<file path="src/rtl/vga_timing_pkg.sv">
// Shared VGA 640x480@60 timing constants and small decode helpers.
package vga_timing_pkg;

   // Counter width shared by the pixel column and row counters.
   localparam int unsigned CNT_W = 10;
   typedef logic [CNT_W-1:0] cnt_t;

   // Default horizontal timing, in pixels.
   localparam int unsigned H_ACTIVE_DEF = 640;
   localparam int unsigned H_FP_DEF     = 16;
   localparam int unsigned H_SYNC_DEF   = 96;
   localparam int unsigned H_BP_DEF     = 48;

   // Default vertical timing, in lines.
   localparam int unsigned V_ACTIVE_DEF = 480;
   localparam int unsigned V_FP_DEF     = 10;
   localparam int unsigned V_SYNC_DEF   = 2;
   localparam int unsigned V_BP_DEF     = 33;

   // System clocks per pixel (100 MHz system clock -> 25 MHz pixel rate).
   localparam int unsigned CLK_DIV_DEF  = 4;

   // Derived totals and sync windows for the default mode.
   localparam int unsigned H_TOTAL_DEF      = H_ACTIVE_DEF + H_FP_DEF + H_SYNC_DEF + H_BP_DEF;
   localparam int unsigned V_TOTAL_DEF      = V_ACTIVE_DEF + V_FP_DEF + V_SYNC_DEF + V_BP_DEF;
   localparam int unsigned H_SYNC_START_DEF = H_ACTIVE_DEF + H_FP_DEF;
   localparam int unsigned H_SYNC_END_DEF   = H_SYNC_START_DEF + H_SYNC_DEF - 1;
   localparam int unsigned V_SYNC_START_DEF = V_ACTIVE_DEF + V_FP_DEF;
   localparam int unsigned V_SYNC_END_DEF   = V_SYNC_START_DEF + V_SYNC_DEF - 1;

   // True when val lies in the inclusive window [lo, hi].
   function automatic logic in_window(input cnt_t val, input cnt_t lo, input cnt_t hi);
      return (val >= lo) && (val <= hi);
   endfunction

endpackage

</file>
<file path="src/rtl/vga_timing_gen_pix_clk_div.sv">
// Pixel-rate divider: counts system clocks within a pixel and flags the last one.
module pix_clk_div #(
   parameter int unsigned CLK_DIV = 4
) (
   input  logic clk,
   input  logic rst_i,
   output logic pix_tick_o
);

   localparam int unsigned DIV_W = (CLK_DIV > 1) ? $clog2(CLK_DIV) : 1;
   localparam logic [DIV_W-1:0] DIV_LAST = DIV_W'(CLK_DIV - 1);

   logic [DIV_W-1:0] div_q;
   logic [DIV_W-1:0] div_d;

   // Next divider value: wrap after the last clock of the pixel.
   always_comb begin
      div_d = (div_q == DIV_LAST) ? '0 : div_q + DIV_W'(1);
   end

   // Divider register, cleared asynchronously by reset.
   always_ff @(posedge clk or posedge rst_i) begin
      if (rst_i) begin
         div_q <= '0;
      end else begin
         div_q <= div_d;
      end
   end

   // Gating with reset keeps the tick low while reset is held, even when CLK_DIV is 1.
   assign pix_tick_o = (div_q == DIV_LAST) && !rst_i;

endmodule

</file>
<file path="src/rtl/vga_timing_gen.sv">
// VGA timing generator: pixel/line counters with registered sync, blanking and frame markers.
module vga_timing_gen
   import vga_timing_pkg::*;
#(
   parameter int unsigned H_ACTIVE = H_ACTIVE_DEF,
   parameter int unsigned H_FP     = H_FP_DEF,
   parameter int unsigned H_SYNC   = H_SYNC_DEF,
   parameter int unsigned H_BP     = H_BP_DEF,
   parameter int unsigned V_ACTIVE = V_ACTIVE_DEF,
   parameter int unsigned V_FP     = V_FP_DEF,
   parameter int unsigned V_SYNC   = V_SYNC_DEF,
   parameter int unsigned V_BP     = V_BP_DEF,
   parameter int unsigned CLK_DIV  = CLK_DIV_DEF
) (
   input  logic       clk,
   input  logic       reset_button,
   output logic       vga_hsync,
   output logic       vga_vsync,
   output logic [9:0] pix_x,
   output logic [9:0] pix_y,
   output logic       video_on,
   output logic       pix_tick,
   output logic       frame_start
);

   localparam cnt_t H_LAST     = cnt_t'(H_ACTIVE + H_FP + H_SYNC + H_BP - 1);
   localparam cnt_t V_LAST     = cnt_t'(V_ACTIVE + V_FP + V_SYNC + V_BP - 1);
   localparam cnt_t H_VIS      = cnt_t'(H_ACTIVE);
   localparam cnt_t V_VIS      = cnt_t'(V_ACTIVE);
   localparam cnt_t HS_START   = cnt_t'(H_ACTIVE + H_FP);
   localparam cnt_t HS_END     = cnt_t'(H_ACTIVE + H_FP + H_SYNC - 1);
   localparam cnt_t VS_START   = cnt_t'(V_ACTIVE + V_FP);
   localparam cnt_t VS_END     = cnt_t'(V_ACTIVE + V_FP + V_SYNC - 1);

   logic tick;
   cnt_t h_q, h_d;
   cnt_t v_q, v_d;
   logic hsync_q, vsync_q, video_on_q, frame_start_q;
   logic frame_start_d;

   pix_clk_div #(
      .CLK_DIV (CLK_DIV)
   ) u_pix_clk_div (
      .clk        (clk),
      .rst_i      (reset_button),
      .pix_tick_o (tick)
   );

   // Next-state counters: column steps on each pixel tick, row steps when the column wraps.
   always_comb begin
      h_d           = h_q;
      v_d           = v_q;
      frame_start_d = 1'b0;
      if (tick) begin
         if (h_q == H_LAST) begin
            h_d = '0;
            if (v_q == V_LAST) begin
               v_d           = '0;
               frame_start_d = 1'b1;
            end else begin
               v_d = v_q + cnt_t'(1);
            end
         end else begin
            h_d = h_q + cnt_t'(1);
         end
      end
   end

   // Counter registers.
   always_ff @(posedge clk or posedge reset_button) begin
      if (reset_button) begin
         h_q <= '0;
         v_q <= '0;
      end else begin
         h_q <= h_d;
         v_q <= v_d;
      end
   end

   // Decode from next-state counters so sync/blank line up with pix_x/pix_y in the same cycle.
   always_ff @(posedge clk or posedge reset_button) begin
      if (reset_button) begin
         hsync_q       <= 1'b1;
         vsync_q       <= 1'b1;
         video_on_q    <= 1'b0;
         frame_start_q <= 1'b0;
      end else begin
         hsync_q       <= ~in_window(h_d, HS_START, HS_END);
         vsync_q       <= ~in_window(v_d, VS_START, VS_END);
         video_on_q    <= (h_d < H_VIS) && (v_d < V_VIS);
         frame_start_q <= frame_start_d;
      end
   end

   assign pix_x       = h_q;
   assign pix_y       = v_q;
   assign vga_hsync   = hsync_q;
   assign vga_vsync   = vsync_q;
   assign video_on    = video_on_q;
   assign pix_tick    = tick;
   assign frame_start = frame_start_q;

endmodule

</file>
<file path="config.mk">
export PLATFORM = sky130hd
export DESIGN_NAME = vga_timing_gen
export DESIGN_NICKNAME = d
export VERILOG_FILES = /design/src/rtl/vga_timing_pkg.sv /design/src/rtl/vga_timing_gen_pix_clk_div.sv /design/src/rtl/vga_timing_gen.sv
export SDC_FILE = /design/constraint.sdc
export NUM_CORES = 1
export LEC_CHECK = 0
export CELL_PAD_IN_SITES_DETAIL_PLACEMENT = 0
export CELL_PAD_IN_SITES_GLOBAL_PLACEMENT = 1
export CORE_UTILIZATION = 35
export DETAILED_ROUTE_END_ITERATION = 7
export GPL_ROUTABILITY_DRIVEN = 1
export GPL_TIMING_DRIVEN = 0
export PLACE_DENSITY_LB_ADDON = 0.1
export REMOVE_ABC_BUFFERS = 1
export SYNTH_ARGS = -nofsm -noshare
export SYNTH_HDL_FRONTEND = slang
export SYNTH_SLANG_ARGS = --single-unit
</file>
<file path="constraint.sdc">
create_clock -name clk -period 1.95 [get_ports clk]
set_input_delay 0.195 -clock clk [delete_from_list [all_inputs] [get_ports clk]]
set_output_delay 0.195 -clock clk [all_outputs]
set_load 0.05 [all_outputs]
</file>
=== Yosys cells after proc, flatten, opt, wreduce, memory -nomap -nowiden ===
Index checks and enable logic that the tools add are counted.

* $add $sub $neg: 3
* $lt $le $gt $ge: 6
* Equal/unequal tests: 3
* Multiplexer cells: 9
* Bitwise gates (word level): 2
* Reductions and logical operators: 5

{| class="wikitable"
|+ Operator list
! kind !! number
|-
| two-way mux 10 bit || 5
|-
| adder 10 x 1 -> 10 bit, second input constant || 2
|-
| == test 10 bit, second input constant || 2
|-
| greater-or-equal comparator 10 bit, second input constant || 1
|-
| greater-or-equal comparator 10 x 9 -> 1 bit, second input constant || 1
|-
| less-or-equal comparator 10 bit, second input constant || 1
|-
| less-or-equal comparator 10 x 9 -> 1 bit, second input constant || 1
|-
| < comparator 10 bit, second input constant || 1
|-
| < comparator 10 x 9 -> 1 bit, second input constant || 1
|-
| logical AND 1 bit || 4
|-
| two-way mux 1 bit || 3
|-
| adder 2 x 1 -> 2 bit, second input constant || 1
|-
| == test 2 bit, second input constant || 1
|-
| two-way mux 2 bit || 1
|-
| NOT 1 bit || 2
|-
| logical NOT 1 bit || 1
|}

* Flip-flop bits (word level): 26
* Input port bits: 2
* Output and inout port bits: 25
* Word-level logic and storage cells: 35

=== Depth between registers and ports, before layout ===
* Word-level depth: 7
* Gate-level depth with buffers: 8
* Gate-level depth less buffers: 8

=== Hierarchy ===
From an unflattened synthesis, not the netlist that was laid out.

* Cells, all modules: 146
* Area total of the unflattened synthesis: 1413.9 µm²

{| class="wikitable"
|+ By module, submodules not included
! module !! instances !! cells an instance !! area an instance (µm²) !! sequential area each (µm²)
|-
| vga_timing_gen || 1 || 140 || 1330.0 || 603.1
|-
| pix_clk_div || 1 || 6 || 83.8 || 50.0
|}

=== Worst setup path before layout ===
Ideal clock, no wire load.

* Path kind: reg2reg
* Start: register h_q[0], in the netlist pix_x[0]
* End: register vsync_q, in the netlist vga_vsync
* Setup time: 88 ps
* Data arrival time: 2229 ps
* Data required time: 1862 ps
* Slack: -367 ps
* Cell stages (with the launch flop): 8
* Buffers on the path: 0
* Clock period less this slack: 2317 ps
* Cells stage by stage: dfrtp_1 ha_1 nand4_1 nor4_4 nand4_1 a21oi_1 nand4_1 or3_1

* Word-level cells in the longest chain between the ends: 6
* Elaborated cells on any way between the ends: 7
* Classes of those cells: order compare: 2; eq/ne: 1; mux: 2; bitwise: 1; reduce/logical: 1

{| class="wikitable"
|+ RTL lines
! element !! RTL line !! RTL
|-
| start: declaration || vga_timing_gen.sv:36 || <nowiki>cnt_t h_q, h_d;</nowiki>
|-
| start signal: assignment || vga_timing_gen.sv:72 || <nowiki>h_q <= '0;</nowiki>
|-
| start signal: assignment || vga_timing_gen.sv:75 || <nowiki>h_q <= h_d;</nowiki>
|-
| == test 10 bit * || vga_timing_gen.sv:55 || <nowiki>if (h_q == H_LAST) begin</nowiki>
|-
| two-way mux 10 bit * || vga_timing_gen.sv:55 ||
|-
| two-way mux 10 bit * || vga_timing_gen.sv:54 || <nowiki>if (tick) begin</nowiki>
|-
| greater-or-equal comparator 10 x 9 -> 1 bit or less-or-equal comparator 10 x 9 -> 1 bit (tied branches) || vga_timing_pkg.sv:33 || <nowiki>return (val >= lo) && (val <= hi);</nowiki>
|-
| logical AND 1 bit * || vga_timing_pkg.sv:33 ||
|-
| NOT 1 bit * || vga_timing_gen.sv:89 || <nowiki>vsync_q <= ~in_window(v_d, VS_START, VS_END);</nowiki>
|-
| end signal: assignment || vga_timing_gen.sv:89 ||
|-
| end: declaration || vga_timing_gen.sv:38 || <nowiki>logic hsync_q, vsync_q, video_on_q, frame_start_q;</nowiki>
|}

Mark *: on every way between the ends. The rest lies on a longest branch, timed or not.

=== Final worst setup path ===
* Start: register h_q[6], in the netlist pix_x[6]
* End: register vsync_q, in the netlist vga_vsync

* Word-level cells in the longest chain between the ends: 6
* Elaborated cells on any way between the ends: 7
* Classes of those cells: order compare: 2; eq/ne: 1; mux: 2; bitwise: 1; reduce/logical: 1

{| class="wikitable"
|+ RTL lines
! element !! RTL line !! RTL
|-
| == test 10 bit * || vga_timing_gen.sv:55 ||
|-
| two-way mux 10 bit * || vga_timing_gen.sv:55 ||
|-
| two-way mux 10 bit * || vga_timing_gen.sv:54 ||
|-
| via v_d[5] || vga_timing_gen.sv:37 || <nowiki>cnt_t v_q, v_d;</nowiki>
|-
| greater-or-equal comparator 10 x 9 -> 1 bit or less-or-equal comparator 10 x 9 -> 1 bit (tied branches) || vga_timing_pkg.sv:33 ||
|-
| logical AND 1 bit * || vga_timing_pkg.sv:33 ||
|-
| NOT 1 bit * || vga_timing_gen.sv:89 ||
|}

The timed path passes the listed nets; every way through them passes the cells marked *.

==> impl_results.html <==
<table>
<tr><th>Metric</th><th>Value</th></tr>
<tr><th colspan="2">GRT</th></tr>
<tr><td>Maximum number of pins on one net before global-route repair</td><td>27</td></tr>
<tr><td>Remaining global-route overflow</td><td>0</td></tr>
<tr><td>Number of antenna violations at the first check in global routing</td><td>0</td></tr>
<tr><td>Total global-route track usage</td><td>0.169</td></tr>
<tr><td>Via count of the first global-routing pass</td><td>1,165</td></tr>
<tr><td>Wire length of the first global-routing pass</td><td>5.48 mm</td></tr>
<tr><th colspan="2">Worst setup path</th></tr>
<tr><td>Worst Path Required</td><td>2150 ps</td></tr>
<tr><td>Element type at the critical path end</td><td>register</td></tr>
<tr><td>Start-to-end type of the worst setup path</td><td>reg2reg</td></tr>
<tr><td>Worst-path fanout max</td><td>6</td></tr>
<tr><td>Arrival time at the worst endpoint</td><td>2350 ps</td></tr>
<tr><td>Element type at the critical path start</td><td>register</td></tr>
<tr><th colspan="2">CTS</th></tr>
<tr><td>CTS buffer count</td><td>3</td></tr>
<tr><td>Clock transition at the registers of the reported paths</td><td>90 ps</td></tr>
<tr><td>CTS Root Buffer Type</td><td>clkbuf_8</td></tr>
<tr><td>Clock latency of the later-clocked register in the worst-skew pair</td><td>270 ps</td></tr>
<tr><td>Cts hold-fix bufs</td><td>0</td></tr>
<tr><td>Number of sinks handled by clock tree synthesis</td><td>26</td></tr>
<tr><td>Clock tree from TritonCTS</td><td>built</td></tr>
<tr><td>H-tree depth</td><td>1</td></tr>
<tr><td>Maximum root-to-sink buffer count</td><td>2</td></tr>
<tr><th colspan="2">Power and ir drop</th></tr>
<tr><td>Leakage power total</td><td>0.809 nW</td></tr>
<tr><td>Maximum vdd drop</td><td>0.000369 V</td></tr>
<tr><td>Power per unit of standard cell area</td><td>621 mW/mm²</td></tr>
<tr><td>Power consumption</td><td>0.00118 W</td></tr>
<tr><th colspan="2">Logic synthesis</th></tr>
<tr><td>Area contributors post-synth</td><td>dfrtp_1 (43%), xnor2_1 (5.6%), dfstp_2 (3.8%)</td></tr>
<tr><td>Fraction of synthesized area in multiplexers</td><td>0</td></tr>
<tr><td>Cell taking the most area after synthesis</td><td>dfrtp_1</td></tr>
<tr><td>Number of distinct library cell variants in the gate-level netlist after synthesis</td><td>35</td></tr>
<tr><td>Combined area of all synthesized cells</td><td>0.00140 mm²</td></tr>
<tr><td>Synth Register Bits</td><td>26</td></tr>
<tr><td>Most instantiated cells after synthesis</td><td>dfrtp_1 (24), nand2_1 (13), nand3_1 (10), o21ai_0 (10), xnor2_1 (9)</td></tr>
<tr><td>Synthesized area per cell</td><td>9.66 µm²</td></tr>
<tr><td>Most frequent cell after synthesis</td><td>dfrtp_1</td></tr>
<tr><td>Ys Warns</td><td>0</td></tr>
<tr><td>Sequential fraction of the synthesis area</td><td>0.466</td></tr>
<tr><td>Fraction of synthesized cell area taken by the top area cell type</td><td>0.429</td></tr>
<tr><td>Simple-gate portion of the synthesized area</td><td>0.266</td></tr>
<tr><td>Combinational family with the most area after synthesis</td><td>simple AND/OR/NAND/NOR gates</td></tr>
<tr><td>Xor/xnor cell area share of the yosys netlist</td><td>0.0688</td></tr>
<tr><td>Synthesized instance count</td><td>145</td></tr>
<tr><td>Compound-cell area share of the yosys netlist</td><td>0.119</td></tr>
<tr><td>Post-Synth Adder-Cell Area</td><td>0.0357</td></tr>
<tr><td>Most frequently used flop master after synthesis</td><td>dfrtp_1</td></tr>
<tr><td>EDFF count, synth</td><td>0</td></tr>
<tr><td>Async set-reset flop share out of synthesis</td><td>1.00</td></tr>
<tr><th colspan="2">Placement</th></tr>
<tr><td>Gp weighted congestion</td><td>0.788</td></tr>
<tr><td>I/O Buffers</td><td>26</td></tr>
<tr><td>Pre-CTS WS</td><td>-874 ps</td></tr>
<tr><td>Post-detailed-placement half-perimeter wirelength</td><td>2.15 mm</td></tr>
<tr><th colspan="2">STA</th></tr>
<tr><td>Maximum clock rate</td><td>463 MHz</td></tr>
<tr><td>Number of pins with negative max-slew slack in the final report</td><td>0</td></tr>
<tr><td>Share of the clock period used by the worst path</td><td>1.11</td></tr>
<tr><td>Setup repair after global routing missed its margin</td><td>yes</td></tr>
<tr><td>Smallest setup slack after layout</td><td>-208 ps</td></tr>
<tr><td>Final period demand of the worst path</td><td>2160 ps</td></tr>
<tr><td>Relative max-transition margin</td><td>0.318</td></tr>
<tr><td>Largest clock skew in the final design</td><td>1.31 ps</td></tr>
<tr><td>Final setup viols</td><td>2</td></tr>
<tr><td>Tightest Pin Transition</td><td>1020 ps</td></tr>
<tr><td>Number of hold violations in the final report</td><td>0</td></tr>
<tr><th colspan="2">Route</th></tr>
<tr><td>Detail-routed net length per standard cell</td><td>14.3 µm</td></tr>
<tr><td>Number of routed nets with antenna violations</td><td>0</td></tr>
<tr><td>Number of detailed-route iterations in the first pass</td><td>4</td></tr>
<tr><td>DR vias</td><td>1,217</td></tr>
<tr><td>Total Routed Length</td><td>3.31 mm</td></tr>
<tr><td>Number of DRC violations after detailed-routing iteration 0</td><td>61</td></tr>
<tr><td>Mean number of vias per cell</td><td>5.25</td></tr>
<tr><td>DRC violations left</td><td>0</td></tr>
<tr><th colspan="2">Status</th></tr>
<tr><td>Violated checks</td><td>setup timing</td></tr>
<tr><td>Outcome</td><td>complete, but fails checks</td></tr>
<tr><th colspan="2">Finish</th></tr>
<tr><td>Inserted Diodes</td><td>0</td></tr>
<tr><td>Area Growth Syn to Fin</td><td>35.1%</td></tr>
<tr><td>Share of cells above drive strength 1</td><td>0.185</td></tr>
<tr><td>Net count reported at finish</td><td>192</td></tr>
<tr><th colspan="2">Floorplan</th></tr>
<tr><td>Total Die Area</td><td>0.00426 mm²</td></tr>
<tr><td>Effective utilization at floorplan</td><td>0.374</td></tr>
<tr><td># rows</td><td>22</td></tr>
<tr><td>Count of pins on the block boundary</td><td>27</td></tr>
<tr><td>Vert. Die Dim</td><td>65.2 µm</td></tr>
<tr><td>Die Width</td><td>65.2 µm</td></tr>
<tr><td>Core outline area</td><td>0.00374 mm²</td></tr>
<tr><th colspan="2">Run</th></tr>
<tr><td>Max Cap Violations</td><td>0</td></tr>
<tr><th colspan="2">Worst hold path</th></tr>
<tr><td>Worst hold-check path type</td><td>reg2reg</td></tr>
</table>
metrics by stage:
step / TNS, ps / cells / hold slack, ps / util / instance area (µm²)
after floorplan: -2230 / 138 / 234 / - / 1370
after global placement: -4600 / 212 / 418 / 0.450 / 1690
after detailed placement: -5240 / 212 / 430 / 0.450 / 1690
after CTS: -398 / 224 / 443 / 0.482 / 1800
after global routing: -738 / 232 / 451 / 0.505 / 1890
final: -291 / 232 / 440 / 0.505 / 1890
cell families (layout without fill, tap and decap cells):
logic type / count (synthesis) / count (layout)
compound gates: 27 / 27
xor+xnor: 11 / 11
fa+ha+maj: 4 / 4
buf+inv: 14 / 53
flops: 26 / 26
simple gates: 63 / 63
worst paths after layout:
check                                       start                     end  slack, ps  depth (start not counted)
hold reg to reg            u_pix_clk_div.div_q[0]  u_pix_clk_div.div_q[0]        440                          1
min in group asynchronous            reset_button  u_pix_clk_div.div_q[0]        510                          2
setup / recovery                         pix_x[6]               vga_vsync       -210                          7
setup reg to reg                         pix_x[6]               vga_vsync       -210                          7
max in group asynchronous            reset_button                pix_x[7]        750                          2
hold / removal             u_pix_clk_div.div_q[0]  u_pix_clk_div.div_q[0]        440                          1
metal layers:
metal	track usage	share of wire	vias up
li1	-	-	596
met1	0.243	0.51	594
met2	0.255	0.45	25
met3	0.0226	0.033	2
met4	0.0652	0.0072	0
met5	0	0	-
worst max-delay path: stages (launching register included):
cell	delay, ps
dfrtp_2	450
nand4bb_4	260
nor4_4	290
buf_4	190
nand4_1	140
xnor2_2	210
nand4_1	170
or3_1	370
layout make-up:
type	count	area (µm²)
Fill cell	371	1850
Multi-Input combinational cell	105	718
Sequential cell	26	657
Timing Repair Buffer	43	389
Tap cell	48	60.1
Clock buffer	3	41.3
Inverter	7	26.3
power by group:
group / internal (W) / switching (W) / leakage [nW]
logic: 0.0000963 / 0.000169 / 0.467
clock network: 0.000138 / 0.000165 / 0.0216
registers: 0.000570 / 0.0000366 / 0.320
total: 0.000804 / 0.000371 / 0.809
registers in the layout (all words and copies together), names as in the netlist:
register	count
pix_x	10
pix_y	10
u_pix_clk_div.div_q	2
frame_start	1
vga_hsync	1
vga_vsync	1
video_on	1
cells in the final DEF (no fill, tap or decap), drive strengths merged:
cell and count:
clkdlybuf4s50 24, dfrtp 24, buf 17, nand2 13, nand3 10, o21ai 10
xnor2 9, nand4 8, nor2 8, inv 7, a21oi 7, or3 4
and3 4, ha 4, clkbuf 3, nand2b 3, nor3 3, xor2 2
and2 2, and4 2, nand3b 2, o31ai 2, dfstp 2, nand4bb 1
nor4 1, nor4bb 1, a41o 1, a21o 1, or2 1, o22ai 1
a22o 1, a31oi 1, o311ai 1, a211o 1, o32a 1, dlygate4sd2 1
dlymetal6s2s 1
what timing repair did:
action	CTS	global route
resized for setup	5	9
setup endpoints to repair	13	5
endpoints found under the hold margin	0	0
cloned	0	0
buffers inserted	9	8
pin swaps	6	6
Power figures use the tool's default switching activity.
